**src/rtl/checkpoint_tx.sv**
```systemverilog
// checkpoint_tx: Wishbone slave that queues 16-bit firmware checkpoint codes
// and replays each one on mprj_io[31:16] for a programmable hold time,
// followed by a programmable idle gap, so every write is visible on the pins.
module checkpoint_tx #(
   parameter logic [31:0] BASE_ADR  = 32'h2600_0000,
   parameter int          DEPTH     = 8,
   parameter logic [15:0] IDLE_CODE = 16'h0000,
   parameter logic [15:0] DEF_HOLD  = 16'd16,
   parameter logic [7:0]  DEF_GAP   = 8'd4
) (
   input  logic        clk,
   input  logic        resetn,
   input  logic        wb_cyc_i,
   input  logic        wb_stb_i,
   input  logic        wb_we_i,
   input  logic [3:0]  wb_sel_i,
   input  logic [31:0] wb_adr_i,
   input  logic [31:0] wb_dat_i,
   output logic        wb_ack_o,
   output logic [31:0] wb_dat_o,
   output logic [15:0] chk_o,
   output logic [15:0] chk_oeb,
   output logic        busy
);

   localparam int AW = $clog2(DEPTH);
   localparam logic [AW:0] LEVEL_FULL = (AW+1)'(DEPTH);

   localparam logic [1:0] ST_IDLE = 2'd0;
   localparam logic [1:0] ST_SHOW = 2'd1;
   localparam logic [1:0] ST_GAP  = 2'd2;

   logic [1:0]    state;
   logic [15:0]   cnt;
   logic [15:0]   hold;
   logic [7:0]    gap;
   logic          en;
   logic          ovf;

   logic [15:0]   mem [DEPTH];
   logic [AW-1:0] wr_ptr;
   logic [AW-1:0] rd_ptr;
   logic [AW:0]   level;
   logic          empty;
   logic          full;

   logic          access;
   logic [1:0]    reg_sel;
   logic          push_req;
   logic          push_ok;
   logic          ctrl_wr;
   logic          stat_wr;
   logic          pop;
   logic [15:0]   head;
   logic [15:0]   load_cnt;
   logic [31:0]   rd_data;
   logic          unused_bits;

   // Select, byte lanes and the low address bits carry no information here.
   assign unused_bits = ^{wb_sel_i, wb_adr_i[1:0], wb_dat_i[30:24]};

   assign reg_sel  = wb_adr_i[3:2];
   assign access   = wb_cyc_i & wb_stb_i & (wb_adr_i[31:4] == BASE_ADR[31:4]) & ~wb_ack_o;
   assign push_req = access & wb_we_i & (reg_sel == 2'd0);
   assign ctrl_wr  = access & wb_we_i & (reg_sel == 2'd1);
   assign stat_wr  = access & wb_we_i & (reg_sel == 2'd2);

   assign empty    = (level == '0);
   assign full     = (level == LEVEL_FULL);
   assign head     = mem[rd_ptr];
   assign load_cnt = (hold == 16'd0) ? 16'd0 : hold - 16'd1;

   // A pop coinciding with a push while full frees the slot first.
   assign push_ok  = push_req & (~full | pop);

   // The sequencer consumes a code from idle, or back-to-back when there is no gap.
   assign pop = ~empty & ((state == ST_IDLE) |
                          ((state == ST_SHOW) & (cnt == 16'd0) & (gap == 8'd0)));

   assign busy    = (state != ST_IDLE) | ~empty;
   assign chk_oeb = en ? 16'h0000 : 16'hFFFF;

   // Register read mux, sampled into wb_dat_o at the acknowledge edge.
   always_comb begin
      rd_data = 32'h0;
      case (reg_sel)
         2'd0: rd_data = {16'h0, (state == ST_SHOW) ? chk_o : IDLE_CODE};
         2'd1: rd_data = {en, 7'h0, gap, hold};
         2'd2: rd_data = {22'h0, ovf, busy, 3'h0, 5'(level)};
         default: rd_data = 32'h0;
      endcase
   end

   // Single-cycle acknowledge; read data is only non-zero while acking a read.
   always_ff @(posedge clk or negedge resetn) begin
      if (!resetn) begin
         wb_ack_o <= 1'b0;
         wb_dat_o <= 32'h0;
      end else begin
         wb_ack_o <= access;
         wb_dat_o <= (access & ~wb_we_i) ? rd_data : 32'h0;
      end
   end

   // Control and sticky overflow flag; overflow is cleared by writing 1 to bit 9.
   always_ff @(posedge clk or negedge resetn) begin
      if (!resetn) begin
         hold <= DEF_HOLD;
         gap  <= DEF_GAP;
         en   <= 1'b0;
         ovf  <= 1'b0;
      end else begin
         if (ctrl_wr) begin
            hold <= wb_dat_i[15:0];
            gap  <= wb_dat_i[23:16];
            en   <= wb_dat_i[31];
         end
         if (push_req & ~push_ok) begin
            ovf <= 1'b1;
         end else if (stat_wr & wb_dat_i[9]) begin
            ovf <= 1'b0;
         end
      end
   end

   // FIFO storage has no reset; validity is tracked by the pointers and level.
   always_ff @(posedge clk) begin
      if (push_ok) begin
         mem[wr_ptr] <= wb_dat_i[15:0];
      end
   end

   // FIFO pointers wrap naturally because DEPTH is a power of two.
   always_ff @(posedge clk or negedge resetn) begin
      if (!resetn) begin
         wr_ptr <= '0;
         rd_ptr <= '0;
         level  <= '0;
      end else begin
         if (push_ok) begin
            wr_ptr <= wr_ptr + 1'b1;
         end
         if (pop) begin
            rd_ptr <= rd_ptr + 1'b1;
         end
         if (push_ok & ~pop) begin
            level <= level + 1'b1;
         end else if (~push_ok & pop) begin
            level <= level - 1'b1;
         end
      end
   end

   // Show/gap sequencer driving the pins; hold/gap are sampled only when cnt loads.
   always_ff @(posedge clk or negedge resetn) begin
      if (!resetn) begin
         state <= ST_IDLE;
         cnt   <= 16'd0;
         chk_o <= IDLE_CODE;
      end else begin
         case (state)
            ST_IDLE: begin
               if (!empty) begin
                  state <= ST_SHOW;
                  chk_o <= head;
                  cnt   <= load_cnt;
               end
            end
            ST_SHOW: begin
               if (cnt == 16'd0) begin
                  if (gap != 8'd0) begin
                     state <= ST_GAP;
                     chk_o <= IDLE_CODE;
                     cnt   <= {8'h0, gap} - 16'd1;
                  end else if (!empty) begin
                     chk_o <= head;
                     cnt   <= load_cnt;
                  end else begin
                     state <= ST_IDLE;
                     chk_o <= IDLE_CODE;
                  end
               end else begin
                  cnt <= cnt - 16'd1;
               end
            end
            ST_GAP: begin
               if (cnt == 16'd0) begin
                  state <= ST_IDLE;
               end else begin
                  cnt <= cnt - 16'd1;
               end
            end
            default: begin
               state <= ST_IDLE;
               chk_o <= IDLE_CODE;
            end
         endcase
      end
   end

endmodule

```
**config.mk**
```make
export PLATFORM = sky130hd
export DESIGN_NAME = checkpoint_tx
export DESIGN_NICKNAME = d
export VERILOG_FILES = /design/src/rtl/checkpoint_tx.sv
export SDC_FILE = /design/constraint.sdc
export NUM_CORES = 1
export LEC_CHECK = 0
export ABC_AREA = 0
export ABC_CLOCK_PERIOD_IN_PS = 4470
export CAP_MARGIN = 0
export CORE_AREA = 2 2 170 122
export DETAILED_ROUTE_END_ITERATION = 10
export DIE_AREA = 0 0 172 124
export PLACE_DENSITY_LB_ADDON = 0.12
export RECOVER_POWER = 100
export SETUP_SLACK_MARGIN = 0.4
export SLEW_MARGIN = 20
export SYNTH_ARGS = -nofsm -noshare
export SYNTH_HDL_FRONTEND = slang
export SYNTH_SLANG_ARGS = --single-unit
```
**constraint.sdc**
```tcl
create_clock -name clk -period 4.47 [get_ports clk]
set_input_delay 1.1175 -clock clk [delete_from_list [all_inputs] [get_ports clk]]
set_output_delay 1.1175 -clock clk [all_outputs]
set_load 0.02 [all_outputs]
```
==> impl_metrics.tcl, run 1 <==
set metrics [dict create \
    synth.cell_area_um2 10300 \
    layout.cells.most_common_list "sky130_fd_sc_hd__edfxtp_1 (128), sky130_fd_sc_hd__dfrtp_1 (91), sky130_fd_sc_hd__dlygate4sd3_1 (77), sky130_fd_sc_hd__nand2_1 (55), sky130_fd_sc_hd__o21ai_0 (47)" \
    detailedRoute.firstIterationViolations 664 \
    synthCells 751 \
    maxCapViolCount 1 \
    postSynthAreaPerCell_um2 13.7 \
    worst_clock_skew_ns 0.0131 \
    crit_path_end_kind "flop" \
    number_of_global_route_vias_before_repair 6797 \
    initial_core_util 0.524 \
    die_h_um 124 \
    final-instance-count-excl-fill 1156 \
    rsz0062_at_grt "no" \
    achievable-frequency_mhz 250 \
    cts_resized 0 \
    fin_crit_sh 0.894 \
    clock_tree_from_tritoncts "done" \
    place.port_buffers 118 \
    crit_required_ns 4.65 \
    post-route-drc-count 0 \
    cpMaxStageDelayCell "sky130_fd_sc_hd__dlygate4sd3_1" \
    edff_count_synth 128 \
    yosysUniqueCellTypes 66 \
    place.detailed.hpwl_mm 17.5 \
    critical_path.startpoint_type "input pin" \
    worst_ir_drop_vdd_v 0.000332 \
    fp.dieW_um 172 \
    setup.worst_path.class "input pin to flop" \
    gr-usage-all-layers 0.246 \
    max-slew-margin-rel -0.229 \
    route.detailed.vias_per_inst 5.84 \
    reg_clk_slew_reported_paths_ns 0.06 \
    boundaryPins 139 \
    busiest_grt_layer "met2" \
    transition_time_of_the_tightest_slew_check_pin_ns 1.84 \
    cts-hold-fix-buffers 0 \
    layout.nets 958 \
    final_common_cell "sky130_fd_sc_hd__edfxtp_1" \
    synth.yosys.seq_area_share 0.609 \
    met1_track_usage_gr 0.371 \
    timing_hold_violations_final 0 \
    met2_resource_use_gr 0.374 \
    core-area_um2 19600 \
    setup_tns_ns 0 \
    grt_antenna_before_repair 0 \
    area.growth.synth_to_final_pct 21.5 \
    netlist.area_leader.share 0.375 \
    placedCellCount 1114 \
    dr_total_vias 6756 \
    layout_fillers 1536 \
    drv_slew 71 \
    number_of_buffers_created_by_cts 23 \
    drive_above_1_share 0.143 \
    critical_path_maximum_fanout 11 \
    dr.pass1.iters 5 \
    hold_path.class "flop to flop" \
    route.antenna.remaining_nets 0 \
    outcome "finished with violations" \
    gr-usage-met3 0.0508 \
    postSynth.asyncResetShare 0.429 \
    power.density_nw_per_um2 390 \
    worstPathCellList "dlygate4sd3_1 -> nor4bb_1 -> nand4_1 -> nor4_1 -> nor3b_1 -> clkbuf_1 -> nor4b_1 -> buf_4" \
    post_cts_setup_buffer_count 0 \
    wire_per_inst_um 21.9 \
    ys.flop_type "sky130_fd_sc_hd__edfxtp_1" \
    die_ar_um2 21300 \
    violations "max-capacitance violations, max-slew violations" \
    fin_ws_ns 0.472 \
    synth_largest_area_cell "sky130_fd_sc_hd__edfxtp_1" \
    clock_sinks 224 \
    synth.top_cells.by_area "sky130_fd_sc_hd__edfxtp_1 (37%), sky130_fd_sc_hd__dfrtp_1 (23%), sky130_fd_sc_hd__mux4_2 (7.0%)" \
    static-leakage-power_nw 5.13 \
    grt_start_max_net_pins 71 \
    antenna-diode-count 0 \
    gp_congestion 0.966 \
    worst_ep_arrival_time_ns 4.18 \
    setup-violations-final 0 \
    cp_slowest_stage_delay_ns 0.54 \
    floorplan.rows 43 \
    clock_path_buffers 3 \
    clock_latency_at_the_later_pin_of_the_worst_skew_pair_ns 0.51 \
    cts_htree_levels 1 \
    layout_min_cycle_time_ns 4.00 \
    preCtsSetupSlack_ns 0.232 \
    yosys_register_bits 224 \
    yosysWarnings 0 \
    totalWireLength_mm 25.3 \
    cell_at_the_root_of_the_clock_tree "sky130_fd_sc_hd__clkbuf_16" \
    gr-total-overflow 0 \
    global_route_wire_length_before_repair_mm 39.1 \
]
routing by layer:
layer	up-vias	share of wire
li1	3044	-
met1	3396	0.47
met2	279	0.43
met3	37	0.076
met4	0	0.019
met5	-	0
state kept, by name, summed over array words and instances, names as in the netlist:
| name | flops |
|---|---|
| mem | 128 |
| wb_dat_o | 25 |
| chk_o | 16 |
| cnt | 16 |
| hold | 16 |
| gap | 8 |
| level | 4 |
| rd_ptr | 3 |
| wr_ptr | 3 |
| state | 2 |
| en | 1 |
| ovf | 1 |
| wb_ack_o | 1 |
through the flow:
step	power, mW	hold slack [ns]	cell area [um^2]	util
6_report	4.86	0.515	12500	0.636
5_1_grt	5.04	0.555	12500	0.636
4_1_cts	4.92	0.526	12600	0.641
3_5_place_dp	2.83	0.512	11700	0.598
3_3_place_gp	2.81	0.508	11700	0.598
2_1_floorplan	2.66	0.494	10300	-
critical path, delay by kind of cell:
kind,cells,cell delay [ns]
and+or+nand+nor,5,1.79
buffers and inverters,3,1.28
power breakdown:
group	total (mW)	internal [mW]	leakage, nW	switching, mW
logic	0.475	0.281	2.29	0.194
clock network	2.09	1.29	0.393	0.806
registers	2.29	2.21	2.45	0.0817
total	4.86	3.78	5.13	1.08
cells by family (layout without fill, tap and decap cells):
group | count (synthesis) | after routing | synth area share
XOR/XNOR | 35 | 35 | 0.0299
buffers and inverters | 73 | 202 | 0.0368
multiplexers | 71 | 71 | 0.111
AO/OA/AOI/OAI | 116 | 116 | 0.0731
AND/OR/NAND/NOR | 215 | 215 | 0.119
adder cells (fa/ha/maj) | 16 | 16 | 0.0202
flip-flops | 224 | 224 | 0.609
other | 1 | 7 | 0.000366
synthesized netlist by cell type (9+ instances only):
library cell,instances
sky130_fd_sc_hd__o21ai_1,11
sky130_fd_sc_hd__mux4_2,32
sky130_fd_sc_hd__clkbuf_1,25
sky130_fd_sc_hd__nand3_1,9
sky130_fd_sc_hd__edfxtp_1,128
sky130_fd_sc_hd__xnor2_1,22
sky130_fd_sc_hd__mux2i_1,16
sky130_fd_sc_hd__buf_4,23
sky130_fd_sc_hd__dfrtp_1,94
sky130_fd_sc_hd__nor2_1,42
sky130_fd_sc_hd__nor4_1,13
sky130_fd_sc_hd__ha_1,15
sky130_fd_sc_hd__nor3_1,27
sky130_fd_sc_hd__o21ai_0,38
sky130_fd_sc_hd__a22oi_1,17
sky130_fd_sc_hd__inv_1,15
sky130_fd_sc_hd__nand2_1,54
sky130_fd_sc_hd__and2_1,14
sky130_fd_sc_hd__mux2_2,19
sky130_fd_sc_hd__xor2_1,13
sky130_fd_sc_hd__a21oi_1,16
path summary, 6_finish.rpt:
path                         startpoint         to  slack [ns]  cells after the start
max reg2reg                      cnt[0]  mem[0][6]        0.52                      9
min reg2reg                   chk_o[14]  chk_o[14]        0.52                      2
max                        wb_adr_i[26]  mem[0][6]        0.47                      8
min in group asynchronous        resetn   wb_ack_o        1.10                      1
min                           chk_o[14]  chk_o[14]        0.52                      2
max in group asynchronous        resetn    hold[6]        1.82                      2
layout make-up:
type                    instances  area [um^2]  share of cell area
flip-flops and latches        224         6250               0.502
multi-input cells             460         3630               0.291
repair buffers                145         1350               0.108
clock buffers                  27          621              0.0498
well taps                     270          338              0.0271
clock inverters                15          218              0.0175
inverters                      15         56.3             0.00452
No activity file was read; power rests on OpenSTA's default activity.
==> run 2: changes to the inputs <==
GPL_TIMING_DRIVEN = 0   (was default)
==> run 2 against run 1 <==
The flow still finishes with violations (max-capacitance violations, max-slew violations). Clock-buffer cell count rose by 5. First-iteration DRC count rose by 12%. Worst setup slack lost 0.082 ns. Design area rose by 1.7%. Sequential share of layout area is 0.87 points lower. Clock skew grew 0.0012 ns. Die area did not move. Maximum frequency is 2.0% lower. Critical path type is now flop to flop. Critical endpoint is now mem[0][5]. Largest cell class unchanged.
==> impl_metrics.tcl, run 2 (synthesis results as in run 1) <==
set metrics [dict create \
    reg_clk_slew_reported_paths_ns 0.06 \
    gr-total-overflow 0 \
    die_h_um 124 \
    layout.cells.most_common_list "sky130_fd_sc_hd__edfxtp_1 (128), sky130_fd_sc_hd__dfrtp_1 (94), sky130_fd_sc_hd__dlygate4sd3_1 (75), sky130_fd_sc_hd__nand2_1 (55), sky130_fd_sc_hd__o21ai_0 (48)" \
    reg.largest.list "mem x128, wb_dat_o x25" \
    drv_slew 78 \
    post-route-drc-count 0 \
    die_ar_um2 21300 \
    maxCapViolCount 1 \
    cts_htree_levels 1 \
    clock_latency_at_the_later_pin_of_the_worst_skew_pair_ns 0.51 \
    final-seq-area_um2 6250 \
    power.density_nw_per_um2 370 \
    layout_fillers 1477 \
    rsz0062_at_grt "no" \
    wire_per_inst_um 21.9 \
    layout.nets 1001 \
    setup.worst_path.class "flop to flop" \
    hold_slack_ns 0.513 \
    max-slew-margin-rel -0.352 \
    worst_ir_drop_vdd_v 0.000262 \
    placedCellCount 1155 \
    worst_ep_arrival_time_ns 4.26 \
    worst_clock_skew_ns 0.0142 \
    cell_at_the_root_of_the_clock_tree "sky130_fd_sc_hd__clkbuf_16" \
    boundaryPins 139 \
    preCtsSetupSlack_ns -0.132 \
    transition_time_of_the_tightest_slew_check_pin_ns 2.03 \
    number_of_buffers_created_by_cts 23 \
    fin_crit_sh 0.913 \
    global_route_wire_length_before_repair_mm 39.9 \
    clock_tree_from_tritoncts "done" \
    largest-register "mem" \
    final_common_cell "sky130_fd_sc_hd__edfxtp_1" \
    dr_total_vias 6974 \
    detailedRoute.firstIterationViolations 746 \
    area.growth.synth_to_final_pct 23.5 \
    grt_antenna_before_repair 0 \
    critical_path_maximum_fanout 8 \
    critical_path.startpoint_type "flop" \
    place.detailed.hpwl_mm 18.9 \
    clock_path_buffers 3 \
    route.detailed.vias_per_inst 5.82 \
    area_of_combinational_cells_with_multiple_inputs_um2 3690 \
    dr.pass1.iters 5 \
    achievable-frequency_mhz 245 \
    timing_hold_violations_final 0 \
    core-area_um2 19600 \
    gp_congestion 0.968 \
    crit_required_ns 4.65 \
    hold_path.class "flop to flop" \
    gr-usage-all-layers 0.253 \
    number_of_global_route_vias_before_repair 6942 \
    fin_ws_ns 0.391 \
    clock_sinks 224 \
    drive_above_1_share 0.155 \
    totalWireLength_mm 26.3 \
    largest_reg_flops 128 \
    static-leakage-power_nw 5.25 \
    setup-violations-final 0 \
    initial_core_util 0.524 \
    grt_start_max_net_pins 78 \
    violations "max-capacitance violations, max-slew violations" \
    antenna-diode-count 0 \
    outcome "finished with violations" \
    fp.dieW_um 172 \
    layout_min_cycle_time_ns 4.08 \
    route.antenna.remaining_nets 0 \
    floorplan.rows 43 \
    place.port_buffers 118 \
    p_total_mw 4.69 \
    crit_path_end_kind "flop" \
    final-instance-count-excl-fill 1199 \
]
## run 2: cell types whose count changed in the layout (fill, tap and decap cells not counted), moves of 5 or more
| cell | previous run | this run |
|---|---|---|
| sky130_fd_sc_hd__buf_4 | 13 | 26 |
| sky130_fd_sc_hd__buf_2 | 0 | 6 |
| sky130_fd_sc_hd__clkinvlp_4 | 5 | 0 |
| sky130_fd_sc_hd__clkbuf_1 | 11 | 37 |
## run 2: power breakdown
| group | total (mW) | leakage [nW] | switching, mW | internal [mW] |
|---|---|---|---|---|
| clock network | 1.89 | 0.353 | 0.765 | 1.12 |
| logic | 0.573 | 2.45 | 0.280 | 0.293 |
| registers | 2.23 | 2.45 | 0.0181 | 2.21 |
## run 2: path summary, 6_finish.rpt
kind | start | depth (start not counted) | end | slack [ns]
max reg2reg | cnt[0] | 11 | mem[0][5] | 0.39
max in group asynchronous | resetn | 2 | gap[6] | 1.12
min reg2reg | chk_o[13] | 2 | chk_o[13] | 0.51
min in group asynchronous | resetn | 1 | wb_ack_o | 0.78
max | cnt[0] | 11 | mem[0][5] | 0.39
min | chk_o[13] | 2 | chk_o[13] | 0.51
## run 2: cell type report
class                   instances  area share
plain buffers                  58      0.0250
well taps                     270      0.0267
repair buffers                130       0.102
multi-input cells             460       0.292
clock inverters                10     0.00968
flip-flops and latches        224       0.493
inverters                      15     0.00444
clock buffers                  32      0.0481
## run 2: what timing repair did
item / CTS / global route
pin swaps: 0 / 0
resized for setup: 2 / 0
setup buffers: 0 / 2
cloned: 0 / 0
hold buffers: 0 / 0
setup endpoints to repair: 10 / 17
## run 2: worst max-delay path, cell delays in order, from the launching register on
cell and delay [ns]:
sky130_fd_sc_hd__dfrtp_1 0.43, sky130_fd_sc_hd__inv_1 0.11, sky130_fd_sc_hd__ha_1 0.15, sky130_fd_sc_hd__nor4b_1 0.92, sky130_fd_sc_hd__and4_1 0.32, sky130_fd_sc_hd__buf_2 0.17, sky130_fd_sc_hd__a211oi_1 0.18, sky130_fd_sc_hd__nor3b_4 0.30
sky130_fd_sc_hd__buf_4 0.20, sky130_fd_sc_hd__nor4b_4 0.46, sky130_fd_sc_hd__buf_6 0.21, sky130_fd_sc_hd__clkbuf_2 0.29
## run 2: per-layer routing
metal	global-route usage	wire, um
met5	0	0
met4	0.0599	529
met3	0.0572	2370
met2	0.382	11400
met1	0.378	12000
## run 2: metrics by stage
step	instance area [um^2]	TNS (ns)	util
after floorplan	10300	0	-
after global placement	11800	-227.35	0.603
after detailed placement	12000	-2.77	0.611
after CTS	12700	0	0.649
after global routing	12700	0	0.647
final	12700	0	0.647
==> run 3: changes to the inputs <==
ABC_AREA = 1   (was 0)
CAP_MARGIN = 10   (was 0)
CORE_AREA = 2 2 177 127   (was 2 2 170 122)
DIE_AREA = 0 0 179 129   (was 0 0 172 124)
==> run 3 against run 2 <==
The run still ends with max-capacitance violations, max-slew violations left. Via count grew 26%. Core utilization shrank 1.9 points. Clock power grew 9.5%. Wire length grew 17%. Combinational power shrank 28%. Clock-buffer cell count shrank 3. Clock skew is essentially flat. First-iteration DRC count grew 20%. Critical path depth shrank 5. Design area grew 5.8%. Critical path type is now flop to primary output.
==> impl_metrics.tcl, run 3 <==
set metrics [dict create \
    outcome "finished with violations" \
    violations "max-capacitance violations, max-slew violations" \
    cts_htree_levels 1 \
    yosysUniqueCellTypes 45 \
    setup-violations-final 0 \
    cell_at_the_root_of_the_clock_tree "sky130_fd_sc_hd__clkbuf_16" \
    layout.cells.most_common_list "sky130_fd_sc_hd__nand2_1 (260), sky130_fd_sc_hd__inv_1 (133), sky130_fd_sc_hd__edfxtp_1 (128), sky130_fd_sc_hd__nor2_1 (99), sky130_fd_sc_hd__dfrtp_1 (94)" \
    die_ar_um2 23100 \
    post-route-drc-count 0 \
    transition_time_of_the_tightest_slew_check_pin_ns 2.08 \
    final_common_cell "sky130_fd_sc_hd__nand2_1" \
    reg_clk_slew_reported_paths_ns 0.07 \
    die_h_um 129 \
    clock_path_buffers 3 \
    cts-hold-fix-buffers 0 \
    crit_required_ns 3.35 \
    wire_per_inst_um 19.1 \
    route.detailed.vias_per_inst 5.41 \
    boundaryPins 139 \
    layout.cell_area.non_filler_um2 13400 \
    synth.cell_area_um2 11100 \
    route.antenna.remaining_nets 0 \
    critical_path.startpoint_type "flop" \
    basic_gate_share_of_the_synthesized_area_counting_and_or_nand_and_nor_cells 0.199 \
    synthCells 1170 \
    gr-total-overflow 0 \
    fp.dieW_um 179 \
    layout.nets 1409 \
    timing_hold_violations_final 0 \
    reg.largest.list "mem x128, wb_dat_o x25" \
    critical_path_maximum_fanout 10 \
    core-area_um2 21300 \
    gp_congestion 0.954 \
    rsz0062_at_grt "no" \
    worst_ir_drop_vdd_v 0.000292 \
    hold_path.class "flop to flop" \
    drv_slew 40 \
    synth_xor_area_frac 0.0150 \
    synth_top_family_by_area "simple AND/OR/NAND/NOR gates" \
    antenna-diode-count 0 \
    postSynthAreaPerCell_um2 9.50 \
    gr-usage-all-layers 0.271 \
    post_synth_mux_area_share 0.0288 \
    clock_latency_at_the_later_pin_of_the_worst_skew_pair_ns 0.51 \
    edff_count_synth 128 \
    fin_crit_sh 0.907 \
    cts_resized 0 \
    ys.flop_type "sky130_fd_sc_hd__edfxtp_1" \
    crit_path_end_kind "primary output" \
    clock_sinks 224 \
    maxCapViolCount 1 \
    worst_ep_arrival_time_ns 2.94 \
    setup_tns_ns 0 \
    global_route_wire_length_before_repair_mm 46.7 \
    max-slew-margin-rel -0.388 \
    synth_largest_area_cell "sky130_fd_sc_hd__edfxtp_1" \
    grt_antenna_before_repair 0 \
    beginning_of_the_worst_register_to_register_path "cnt[0]" \
    dr_total_vias 8753 \
    synth.yosys.seq_area_share 0.562 \
    static-leakage-power_nw 6.10 \
    grt_start_max_net_pins 59 \
    synth-adder-area-share 0.0187 \
    final_util 0.629 \
    totalWireLength_mm 30.9 \
    largest-register "mem" \
    place.port_buffers 118 \
    postSynth.asyncResetShare 0.429 \
    dr.pass1.iters 5 \
    area.growth.synth_to_final_pct 20.7 \
    place.detailed.hpwl_mm 23.0 \
    p_total_mw 4.71 \
    drive_above_1_share 0.0846 \
    power.density_nw_per_um2 351 \
    synth.most_common_cell "sky130_fd_sc_hd__nand2_1" \
    largest_reg_flops 128 \
    post_cts_setup_buffer_count 0 \
    initial_core_util 0.521 \
    post_place_cell_area_um2 12700 \
    detailedRoute.firstIterationViolations 893 \
    yosys_register_bits 224 \
    post_synth_most_frequent_cells "sky130_fd_sc_hd__nand2_1 (256), sky130_fd_sc_hd__inv_1 (132), sky130_fd_sc_hd__edfxtp_1 (128)" \
    number_of_buffers_created_by_cts 23 \
    worst_clock_skew_ns 0.0138 \
    timing.hold.worst.start "hold[1]" \
    yosysWarnings 0 \
    synth.top_cells.by_area "sky130_fd_sc_hd__edfxtp_1 (35%), sky130_fd_sc_hd__dfrtp_1 (21%), sky130_fd_sc_hd__nand2_1 (8.6%)" \
    layout_min_cycle_time_ns 4.05 \
    setup.worst_path.class "flop to primary output" \
    synth_compound_gate_area_share 0.0956 \
    netlist.area_leader.share 0.346 \
    number_of_global_route_vias_before_repair 8128 \
    clock_tree_from_tritoncts "done" \
    achievable-frequency_mhz 247 \
    setup.worst_path.start "level[0]" \
    floorplan.rows 45 \
]
run 3: cell families after synthesis:
logic type	after synthesis
compound gates	181
xor+xnor	19
fa+ha+maj	16
buf+inv	202
flops	224
mux	32
other cells	1
simple gates	495
run 3: metal layers:
metal | track usage | up-vias | part of all wire
met3 | 0.0895 | 42 | 0.12
met2 | 0.382 | 407 | 0.40
met5 | 0 | - | 0
met4 | 0.0564 | 0 | 0.017
met1 | 0.409 | 4114 | 0.46
li1 | - | 4190 | -
run 3: worst paths after layout:
check	to	slack, ns	cells after the start
worst max-delay path	busy	0.42	6
worst min-delay path	hold[1]	0.48	2
worst max register to register	level[3]	1.05	18
worst min register to register	hold[1]	0.48	2
max in group asynchronous	hold[8]	0.93	2
min in group asynchronous	state[1]	1.20	1
run 3: worst max-delay path, stage by stage, from the launching register on:
cell and delay, ns:
sky130_fd_sc_hd__dfrtp_1 0.46, sky130_fd_sc_hd__nor2_1 0.13, sky130_fd_sc_hd__nand2_1 0.10, sky130_fd_sc_hd__nor2_4 0.27, sky130_fd_sc_hd__clkbuf_1 0.52, sky130_fd_sc_hd__nand2_1 0.24
sky130_fd_sc_hd__dlygate4sd3_1 0.72
run 3: final cells by class:
type,instances,area [um^2]
timing repair buffer,119,1180
sequential,224,6250
clock inverter,12,195
tap,282,353
clock buffer,29,622
buffer,62,345
inverter,140,527
multi-input combinational,750,3940
fill,1769,7930
run 3: where the power goes:
part           switching, mW  internal (mW)  leakage [nW]
Combinational          0.259          0.152          3.23
Clock                  0.796           1.28         0.397
Sequential            0.0251           2.20          2.47
run 3: through the flow:
step | hold WS (ns) | setup WS [ns] | std cells
6_report | 0.476 | 0.415 | 1618
5_1_grt | 0.492 | 0.254 | 1618
4_1_cts | 0.481 | 0.774 | 1618
3_5_place_dp | 0.466 | 0.227 | 1577
3_3_place_gp | 0.460 | -1.43 | 1576
2_1_floorplan | 0.442 | 1.25 | 1176
